--- src/rtl/tmr_health_monitor.sv ---
// Health monitor for a TMR voter: flags persistently disagreeing channels, counts
// mismatches, cross-checks the voter output and drives a steady/blinking health LED.
module tmr_health_monitor #(
    parameter int unsigned THRESH    = 4,
    parameter int unsigned CNT_W     = 16,
    parameter int unsigned VOTER_LAT = 1,
    parameter int unsigned BLINK_DIV = 50_000_000
) (
    input  logic             clk,
    input  logic             rst_n,
    input  logic             a,
    input  logic             b,
    input  logic             c,
    input  logic             voted,
    input  logic             clr,
    output logic             fault_a,
    output logic             fault_b,
    output logic             fault_c,
    output logic [CNT_W-1:0] err_cnt_a,
    output logic [CNT_W-1:0] err_cnt_b,
    output logic [CNT_W-1:0] err_cnt_c,
    output logic             voter_err,
    output logic             led
);
    localparam int unsigned RUN_W = 8;
    localparam int unsigned WU_W  = 4;
    localparam int unsigned BLK_W = $clog2(BLINK_DIV);
    localparam logic [RUN_W-1:0] RUN_MAX   = RUN_W'(THRESH);
    localparam logic [RUN_W-1:0] RUN_HIT   = RUN_W'(THRESH - 1);
    localparam logic [WU_W-1:0]  WU_DONE   = WU_W'(VOTER_LAT + 1);
    localparam logic [BLK_W-1:0] HALF_SLOW = BLK_W'(BLINK_DIV - 1);
    localparam logic [BLK_W-1:0] HALF_FAST = BLK_W'(BLINK_DIV / 4 - 1);
    localparam logic [2:0]       TAP       = 3'(VOTER_LAT - 1);

    typedef enum logic [1:0] {
        ST_OK       = 2'd0,
        ST_DEGRADED = 2'd1,
        ST_FAILED   = 2'd2
    } state_e;

    logic [2:0]       samp_q, samp_d;
    logic [RUN_W-1:0] run_q [3];
    logic [RUN_W-1:0] run_d [3];
    logic [CNT_W-1:0] err_q [3];
    logic [CNT_W-1:0] err_d [3];
    logic [2:0]       fault_q, fault_d;
    logic [6:0]       dly_q, dly_d;
    logic [WU_W-1:0]  wu_q, wu_d;
    logic             verr_q, verr_d;
    state_e           state_q, state_d;
    logic [BLK_W-1:0] blk_q, blk_d;
    logic             led_q, led_d;

    logic             maj, maj_d, two_plus;
    logic [2:0]       mis;
    logic [7:0]       taps;
    logic [BLK_W-1:0] half;

    // Sampling, majority, run/error counters, voter cross-check
    always_comb begin
        samp_d  = {c, b, a};
        maj     = (samp_q[0] & samp_q[1]) | (samp_q[0] & samp_q[2]) | (samp_q[1] & samp_q[2]);
        mis     = samp_q ^ {3{maj}};
        taps    = {dly_q, maj};
        maj_d   = taps[TAP];
        dly_d   = {dly_q[5:0], maj};
        wu_d    = (wu_q == WU_DONE) ? wu_q : wu_q + WU_W'(1);
        verr_d  = verr_q | ((wu_q == WU_DONE) & (voted != maj_d));
        fault_d = fault_q;
        for (int i = 0; i < 3; i++) begin
            run_d[i] = '0;
            err_d[i] = err_q[i];
            if (mis[i]) begin
                run_d[i] = (run_q[i] == RUN_MAX) ? run_q[i] : run_q[i] + RUN_W'(1);
                if (run_q[i] == RUN_HIT) fault_d[i] = 1'b1;
                if (err_q[i] != '1) err_d[i] = err_q[i] + CNT_W'(1);
            end
        end
        // clr wins over any set or increment in the same cycle
        if (clr) begin
            fault_d = '0;
            dly_d   = '0;
            wu_d    = '0;
            verr_d  = 1'b0;
            for (int i = 0; i < 3; i++) begin
                run_d[i] = '0;
                err_d[i] = '0;
            end
        end
    end

    // Status FSM next state and LED blink generator
    always_comb begin
        state_d  = state_q;
        blk_d    = blk_q;
        led_d    = led_q;
        two_plus = (fault_q[0] & fault_q[1]) | (fault_q[0] & fault_q[2]) | (fault_q[1] & fault_q[2]);
        half     = (state_q == ST_FAILED) ? HALF_FAST : HALF_SLOW;
        if (clr) begin
            state_d = ST_OK;
        end else if (state_q != ST_FAILED) begin
            if (verr_q || two_plus) state_d = ST_FAILED;
            else if (|fault_q)      state_d = ST_DEGRADED;
            else                    state_d = ST_OK;
        end
        // Every state entry restarts the half-period with the LED lit
        if (state_d == ST_OK || state_d != state_q) begin
            blk_d = '0;
            led_d = 1'b1;
        end else if (blk_q == half) begin
            blk_d = '0;
            led_d = ~led_q;
        end else begin
            blk_d = blk_q + BLK_W'(1);
        end
    end

    always_ff @(posedge clk or negedge rst_n) begin
        if (!rst_n) begin
            samp_q  <= '0;
            fault_q <= '0;
            dly_q   <= '0;
            wu_q    <= '0;
            verr_q  <= 1'b0;
            state_q <= ST_OK;
            blk_q   <= '0;
            led_q   <= 1'b0;
            for (int i = 0; i < 3; i++) begin
                run_q[i] <= '0;
                err_q[i] <= '0;
            end
        end else begin
            samp_q  <= samp_d;
            fault_q <= fault_d;
            dly_q   <= dly_d;
            wu_q    <= wu_d;
            verr_q  <= verr_d;
            state_q <= state_d;
            blk_q   <= blk_d;
            led_q   <= led_d;
            for (int i = 0; i < 3; i++) begin
                run_q[i] <= run_d[i];
                err_q[i] <= err_d[i];
            end
        end
    end

    assign fault_a   = fault_q[0];
    assign fault_b   = fault_q[1];
    assign fault_c   = fault_q[2];
    assign err_cnt_a = err_q[0];
    assign err_cnt_b = err_q[1];
    assign err_cnt_c = err_q[2];
    assign voter_err = verr_q;
    assign led       = led_q;

endmodule

--- config.mk ---
export PLATFORM = sky130hd
export DESIGN_NAME = tmr_health_monitor
export DESIGN_NICKNAME = d
export VERILOG_FILES = /design/src/rtl/tmr_health_monitor.sv
export SDC_FILE = /design/constraint.sdc
export NUM_CORES = 1
export LEC_CHECK = 0
export BUFFER_PORTS_ARGS = -buffer_cell sky130_fd_sc_hd__buf_4
export CAP_MARGIN = 20
export CORE_MARGIN = 8
export CORE_UTILIZATION = 32
export CTS_BUF_LIST = sky130_fd_sc_hd__clkbuf_4 sky130_fd_sc_hd__clkbuf_8
export CTS_CLUSTER_SIZE = 20
export DETAILED_ROUTE_END_ITERATION = 16
export GPL_TIMING_DRIVEN = 1
export PLACE_DENSITY_LB_ADDON = 0.12
export SLEW_MARGIN = 5
export SYNTH_ARGS = -nofsm -noshare
export SYNTH_HDL_FRONTEND = slang
export SYNTH_SLANG_ARGS = --single-unit
export TNS_END_PERCENT = 20
--- constraint.sdc ---
create_clock -name clk -period 2.9 [get_ports clk]
set_clock_uncertainty 0.15 [all_clocks]
set_input_delay 0.145 -clock clk [delete_from_list [all_inputs] [get_ports clk]]
set_output_delay 0.145 -clock clk [all_outputs]
set_load 0.005 [all_outputs]
==> results of run 1 <==
==> area by class of cell <==
class | instances | area share
multi-input combinational | 466 | 0.420
clock inverter | 7 | 0.0115
sequential | 112 | 0.414
clock buffer | 9 | 0.0183
timing repair buffer | 73 | 0.0869
tap | 229 | 0.0424
inverter | 12 | 0.00666
==> worst reg2reg max path, cell delays in order, from the launching register on <==
cell,delay [ns]
dfrtp_1,0.44
or4b_1,0.54
or4_4,0.54
a2111oi_4,0.33
or2_1,0.19
buf_12,0.18
nor2_1,0.07
==> cells by family after synthesis <==
| kind of cell | count (synthesis) | share of synthesized area |
|---|---|---|
| simple gates | 329 | 0.288 |
| flops | 112 | 0.483 |
| xor+xnor | 81 | 0.122 |
| compound gates | 39 | 0.0449 |
| buf+inv | 34 | 0.0272 |
| fa+ha+maj | 13 | 0.0276 |
| mux | 4 | 0.00712 |
==> stage by stage <==
step                setup WS [ns]  std cells  instance area (µm²)  utilization  power [mW]
global route                0.293        908                 6760        0.378        2.96
floorplan                   0.462        612                 5800            -        1.77
finish                      0.372        908                 6760        0.378        2.83
detailed placement          0.371        886                 6500        0.363        1.87
global placement            0.398        886                 6500        0.363        1.86
CTS                         0.362        908                 6760        0.378        2.89
==> cells in the final DEF, fill, tap and decap left out, types with 2 or more instances in the layout <==
master / synthesis / layout
a21oi_1: 15 / 15
nor3b_1: 6 / 6
and3b_1: 2 / 2
nor2b_1: 3 / 3
nand4_1: 21 / 21
or2_2: 5 / 5
inv_6: 0 / 3
and4_1: 9 / 9
nor4bb_1: 4 / 4
mux2i_1: 3 / 3
xor2_1: 28 / 28
clkbuf_8: 0 / 9
inv_1: 12 / 12
nand3b_1: 2 / 2
or4_1: 4 / 4
nor3_1: 19 / 19
a211oi_1: 2 / 2
buf_4: 0 / 65
o311ai_0: 3 / 3
nand2b_1: 6 / 6
and3_1: 14 / 14
nor2_1: 122 / 122
nand3_1: 37 / 37
o21ai_0: 8 / 8
xnor2_1: 53 / 53
nor4_1: 18 / 18
nand2_1: 38 / 38
buf_12: 0 / 2
or3_1: 9 / 9
dfrtp_1: 112 / 112
nor4b_1: 6 / 6
dlygate4sd3_1: 0 / 6
ha_1: 12 / 12
==> power groups by stage <==
| stage | combinational [mW] | sequential, mW | clock, mW |
|---|---|---|---|
| global placement | 0.203 | 1.66 | 0 |
| CTS | 0.217 | 1.63 | 1.05 |
| global route | 0.239 | 1.63 | 1.08 |
| detailed placement | 0.208 | 1.66 | 0 |
| floorplan | 0.120 | 1.65 | 0 |
| finish | 0.208 | 1.63 | 0.991 |
==> registers in the layout (all words and copies together), names as in the netlist <==
register and flops:
state_q 2, led 1, fault_q 3, run_q 24, wu_q 4, voter_err 1, err_cnt_a 16, err_cnt_b 16
samp_q 3, blk_q 26, err_cnt_c 16
==> metal layers <==
metal / vias to the layer above / track usage / wire length, µm
met5: - / 0 / 0
met4: 0 / 0.0445 / 195
met3: 13 / 0.0304 / 424
met2: 43 / 0.198 / 6270
met1: 2193 / 0.157 / 6370
li1: 2244 / - / -
==> worst max path at each step <==
stage,startpoint,to,slack (ns),cells past startpoint
after CTS,blk_q[18],blk_q[19],0.36,6
after floorplan,blk_q[18],blk_q[21],0.46,7
after global placement,blk_q[18],blk_q[15],0.40,6
after global routing,blk_q[18],blk_q[3],0.29,6
after detailed placement,blk_q[18],blk_q[19],0.37,6
final,blk_q[18],blk_q[19],0.37,6
==> flow_metrics.tcl, run 1 <==
set metrics [dict create \
    grt_pass1_vias 4496 \
    die_area_um2 22700 \
    rows 49 \
    synth_async_sr_flop_share 1.00 \
    die_w_um 151 \
    drcViolationCount 0 \
    p_clk_frac 0.350 \
    globalplace.congestion 0.781 \
    ant_nets 0 \
    synth_edf_count 0 \
    timing.fmax_ghz 0.396 \
    synth_area_leaders "dfrtp_1 (48%), xnor2_1 (8.0%), nor2_1 (7.9%)" \
    htreeDepth 3 \
    drv_slew 0 \
    path_cells "or4b_1 > or4_4 > a2111oi_4 > or2_1 > buf_12 > nor2_1" \
    crit_type "flop to flop" \
    cts_tree "built" \
    synth.most_common_cell "nor2_1" \
    grt_max_degree 48 \
    clock_sinks 112 \
    cp-end-kind "flop" \
    timing.reg2reg.setup_slack_ns 0.37 \
    switching_share 0.263 \
    period_share 0.872 \
    setup_viol_count_final 0 \
    critPathBufInv 1 \
    first_pass_iters 4 \
    power_density_nw_per_um2 418 \
    holdWs_ns 0.112 \
    status "finished clean" \
    post-route-min-period_ns 2.53 \
    r2r_start "blk_q[18]" \
    clock_path_buffers 2 \
    synth_seq_area_share 0.483 \
    r2r_cells 6 \
    track_usage 0.123 \
    synth_top_cells_by_count "nor2_1 (122), dfrtp_1 (112), xnor2_1 (53)" \
    crit_fanout 25 \
    slew_headroom 0.555 \
    drt_first_iter_violations 214 \
    routed_via_density 4.95 \
    die_y_um 151 \
    p_seq_frac 0.576 \
    start_util 0.324 \
    ys_seq_elements 112 \
    ys_types 49 \
    max-cap-violations 0 \
    grt_pass1_wl_mm 22.6 \
    cts-root-buf "clkbuf_8" \
    p_int_mw 2.08 \
    p_sw_mw 0.744 \
    antenna_found_initial 0 \
    wl_per_cell_um 14.6 \
    cts_inserted_buffers 9 \
    syn_to_final_growth_pct 16.6 \
    io_buffers 59 \
    rsz0062_at_grt "false" \
    syn-num-nets 631 \
    critPathSlowestCell "or4b_1" \
    slowest_delay_ns 0.54 \
    fill_cells 1849 \
    crit_required_ns 3.04 \
    synth_top_area_share 0.483 \
    cts_resized 0 \
    syn_area_um2 5800 \
    core-area_um2 17900 \
    hold_class "input pin to async pin" \
    synth_cells 612 \
    p_leak_nw 2.77 \
    wl_mm 13.3 \
    yosys_warnings 0 \
    hold_violations 0 \
    yosysTopAreaCell "dfrtp_1" \
    seq_area_um2 2800 \
    grt_overflow_total 0 \
    place_hpwl_mm 9.26 \
    tightest_slew_ns 0.659 \
    drive_above_1_share 0.135 \
    syn_area_per_cell_um2 9.48 \
    n_antenna_cell 0 \
    cp_data_arrival_time_ns 2.67 \
    setup-tns-final_ns 0 \
    ctsHoldBuffers 6 \
    io_pins 60 \
    layout.nets 693 \
    pwr-share-comb 0.074 \
    cts.reportedPaths.clkPinSlew_ns 0.12 \
    vdd_drop_max_mv 0.215 \
    insertion_delay_ns 0.40 \
    synthFlopType "dfrtp_1" \
    num_vias 4493 \
    post-cts-setup-buffer-count 0 \
    rr_endpoint "blk_q[19]" \
    multi_input_area_um2 2840 \
    start_kind "flop" \
    path_delay_family "simple AND/OR/NAND/NOR gates" \
]
Note: power is estimated with default switching activity, not from simulation.
==> inputs of run 2 (changes only) <==
--- a/config.mk
+++ b/config.mk
@@ -5,6 +5,7 @@
 export SDC_FILE = /design/constraint.sdc
 export NUM_CORES = 1
 export LEC_CHECK = 0
+export ABC_AREA = 1
 export BUFFER_PORTS_ARGS = -buffer_cell sky130_fd_sc_hd__buf_4
 export CAP_MARGIN = 20
 export CORE_MARGIN = 8
==> run 2 against run 1 <==
Compared with the run above: clock power down 2.7%; register-to-register slack better by 0.40 ns; utilization decreased by 0.61 points; via count grew 33%; combinational power grew 75%; final cell count up 42%; count of clock-buffer cells in the layout grew 4; area after synthesis grew 17%.
==> flow_metrics.tcl, run 2 <==
set metrics [dict create \
    path_cells "dlygate4sd3_1 > buf_4 > inv_1 > buf_4 > nand2_1 > or2_2 > o21ai_0" \
    syn_area_um2 6800 \
    drive_above_1_share 0.112 \
    grt_overflow_total 0 \
    antenna_found_initial 0 \
    p_leak_nw 3.39 \
    synth.most_common_cell "nand2_1" \
    synth_cells 945 \
    io_pins 60 \
    grt_max_degree 52 \
    layout_common_cells "nand2_1 (268), nor2_1 (136), dfrtp_1 (112)" \
    grt_pass1_vias 5953 \
    n_antenna_cell 0 \
    yosys_warnings 0 \
    yosysTopAreaCell "dfrtp_1" \
    crit_required_ns 3.06 \
    period_share 0.737 \
    grt_pass1_wl_mm 30.3 \
    synth_async_sr_flop_share 1.00 \
    slew_headroom 0.600 \
    cp-end-kind "flop" \
    r2r_start "err_cnt_c[0]" \
    layout.nets 1029 \
    cts_resized 0 \
    rows 53 \
    wl_per_cell_um 13.8 \
    htreeDepth 3 \
    r2r_cells 8 \
    clock_path_buffers 2 \
    die_y_um 162 \
    holdWs_ns 0.133 \
    timing.fmax_ghz 0.468 \
    max-cap-violations 0 \
    io_buffers 59 \
    cp_data_arrival_time_ns 2.30 \
    syn-num-nets 964 \
    hold_violations 0 \
    start_kind "input pin" \
    synth_top_area_share 0.412 \
    syn_to_final_growth_pct 14.6 \
    setup-tns-final_ns 0 \
    wl_mm 17.7 \
    reg.largest.list "blk_q x26, run_q x24" \
    post-route-min-period_ns 2.14 \
    cts_inserted_buffers 9 \
    endpoint "err_cnt_a[0]" \
    synth_area_leaders "dfrtp_1 (41%), nand2_1 (15%), nor2_1 (7.5%)" \
    timing.reg2reg.setup_slack_ns 0.77 \
    largest_reg_flops 26 \
    regMostFlops "blk_q" \
    clock_sinks 112 \
    post-cts-setup-buffer-count 0 \
    place_hpwl_mm 13.1 \
    synth_seq_area_share 0.412 \
    critPathBufInv 4 \
    track_usage 0.140 \
    drt_first_iter_violations 307 \
    num_vias 5995 \
    rsz0062_at_grt "false" \
    drcViolationCount 0 \
    ys_types 39 \
    startpoint "clr" \
    cts-root-buf "clkbuf_8" \
    globalplace.congestion 0.838 \
    core-area_um2 21000 \
    die_w_um 162 \
    cts.reportedPaths.clkPinSlew_ns 0.11 \
    first_pass_iters 5 \
    drv_slew 0 \
    crit_type "input pin to flop" \
    tightest_slew_ns 0.595 \
    vdd_drop_max_mv 0.202 \
    die_area_um2 26200 \
    ys_seq_elements 112 \
    synth_top_cells_by_count "nand2_1 (268), nor2_1 (136), dfrtp_1 (112)" \
    start_util 0.324 \
    setup_viol_count_final 0 \
    insertion_delay_ns 0.39 \
    ant_nets 0 \
    syn_area_per_cell_um2 7.19 \
    path_delay_family "buffers and inverters" \
    rr_endpoint "err_cnt_c[13]" \
    crit_top_cell "buf_4" \
    crit_fanout 30 \
    slowest_delay_ns 0.56 \
    cts_tree "built" \
    hold_class "input pin to async pin" \
    cp.depth 7 \
    synth_edf_count 0 \
    synthFlopType "dfrtp_1" \
    critPathSlowestCell "dlygate4sd3_1" \
    power_density_nw_per_um2 382 \
    routed_via_density 4.65 \
    status "finished clean" \
    final_common_cell "nand2_1" \
]
[run 2: cell count changes in the layout (fill, tap and decap cells not counted), sizes merged, moves of 12 or more]
cell | before | now
and3 | 14 | 1
inv | 15 | 110
nand2 | 38 | 272
nand3 | 37 | 77
nand4 | 21 | 33
nor2 | 122 | 153
nor3 | 19 | 35
nor4 | 18 | 1
o21ai | 9 | 47
xnor2 | 53 | 11
[run 2: worst min-delay path by stage]
stage | from | endpoint | cells after the start | slack [ns]
floorplan | rst_n | blk_q[0] | 0 | -0.30
detailed placement | rst_n | err_cnt_c[14] | 1 | 0.04
CTS | rst_n | err_cnt_c[14] | 2 | 0.14
global placement | rst_n | err_cnt_c[14] | 1 | 0.04
global route | rst_n | err_cnt_c[14] | 2 | 0.18
finish | rst_n | err_cnt_c[14] | 2 | 0.13
[run 2: layout make-up]
class | count | area, µm²
tap | 275 | 344
timing repair buffer | 70 | 553
sequential | 112 | 2800
clock buffer | 13 | 173
clock inverter | 3 | 22.5
inverter | 109 | 409
fill | 2307 | 13200
multi-input combinational | 708 | 3490
[run 2: cell families after synthesis]
logic type / Yosys count / synth area share
compound gates: 67 / 0.0547
xor+xnor: 42 / 0.0541
fa+ha+maj: 12 / 0.0221
buf+inv: 125 / 0.0749
flops: 112 / 0.412
simple gates: 587 / 0.382
[run 2: through the flow]
stage	area [µm²]	worst slack (ns)	power, mW	util	std cells
detailed placement	7530	0.783	2.05	0.360	1268
floorplan	6800	1.10	1.91	-	945
global route	7790	0.497	3.15	0.372	1290
finish	7790	0.762	2.98	0.372	1290
CTS	7790	0.751	3.04	0.372	1290
global placement	7530	0.787	2.05	0.360	1268
[run 2: power by group]
group / switching (mW) / leakage (nW) / total, mW / internal, mW
Clock: 0.566 / 0.103 / 0.964 / 0.398
Sequential: 0.0491 / 1.54 / 1.65 / 1.60
Combinational: 0.252 / 1.75 / 0.364 / 0.112
[run 2: repair_timing]
| action | CTS | global route |
|---|---|---|
| hold endpoints to repair | 48 | 0 |
| hold buffers | 6 | 0 |
| endpoints found under the setup margin | 0 | 0 |
[run 2: metal layers]
layer,GRT usage,up-vias,part of all wire
met5,0,-,0
met4,0.0425,0,0.012
met3,0.0167,13,0.030
met2,0.222,82,0.45
met1,0.197,2757,0.51
li1,-,3143,-
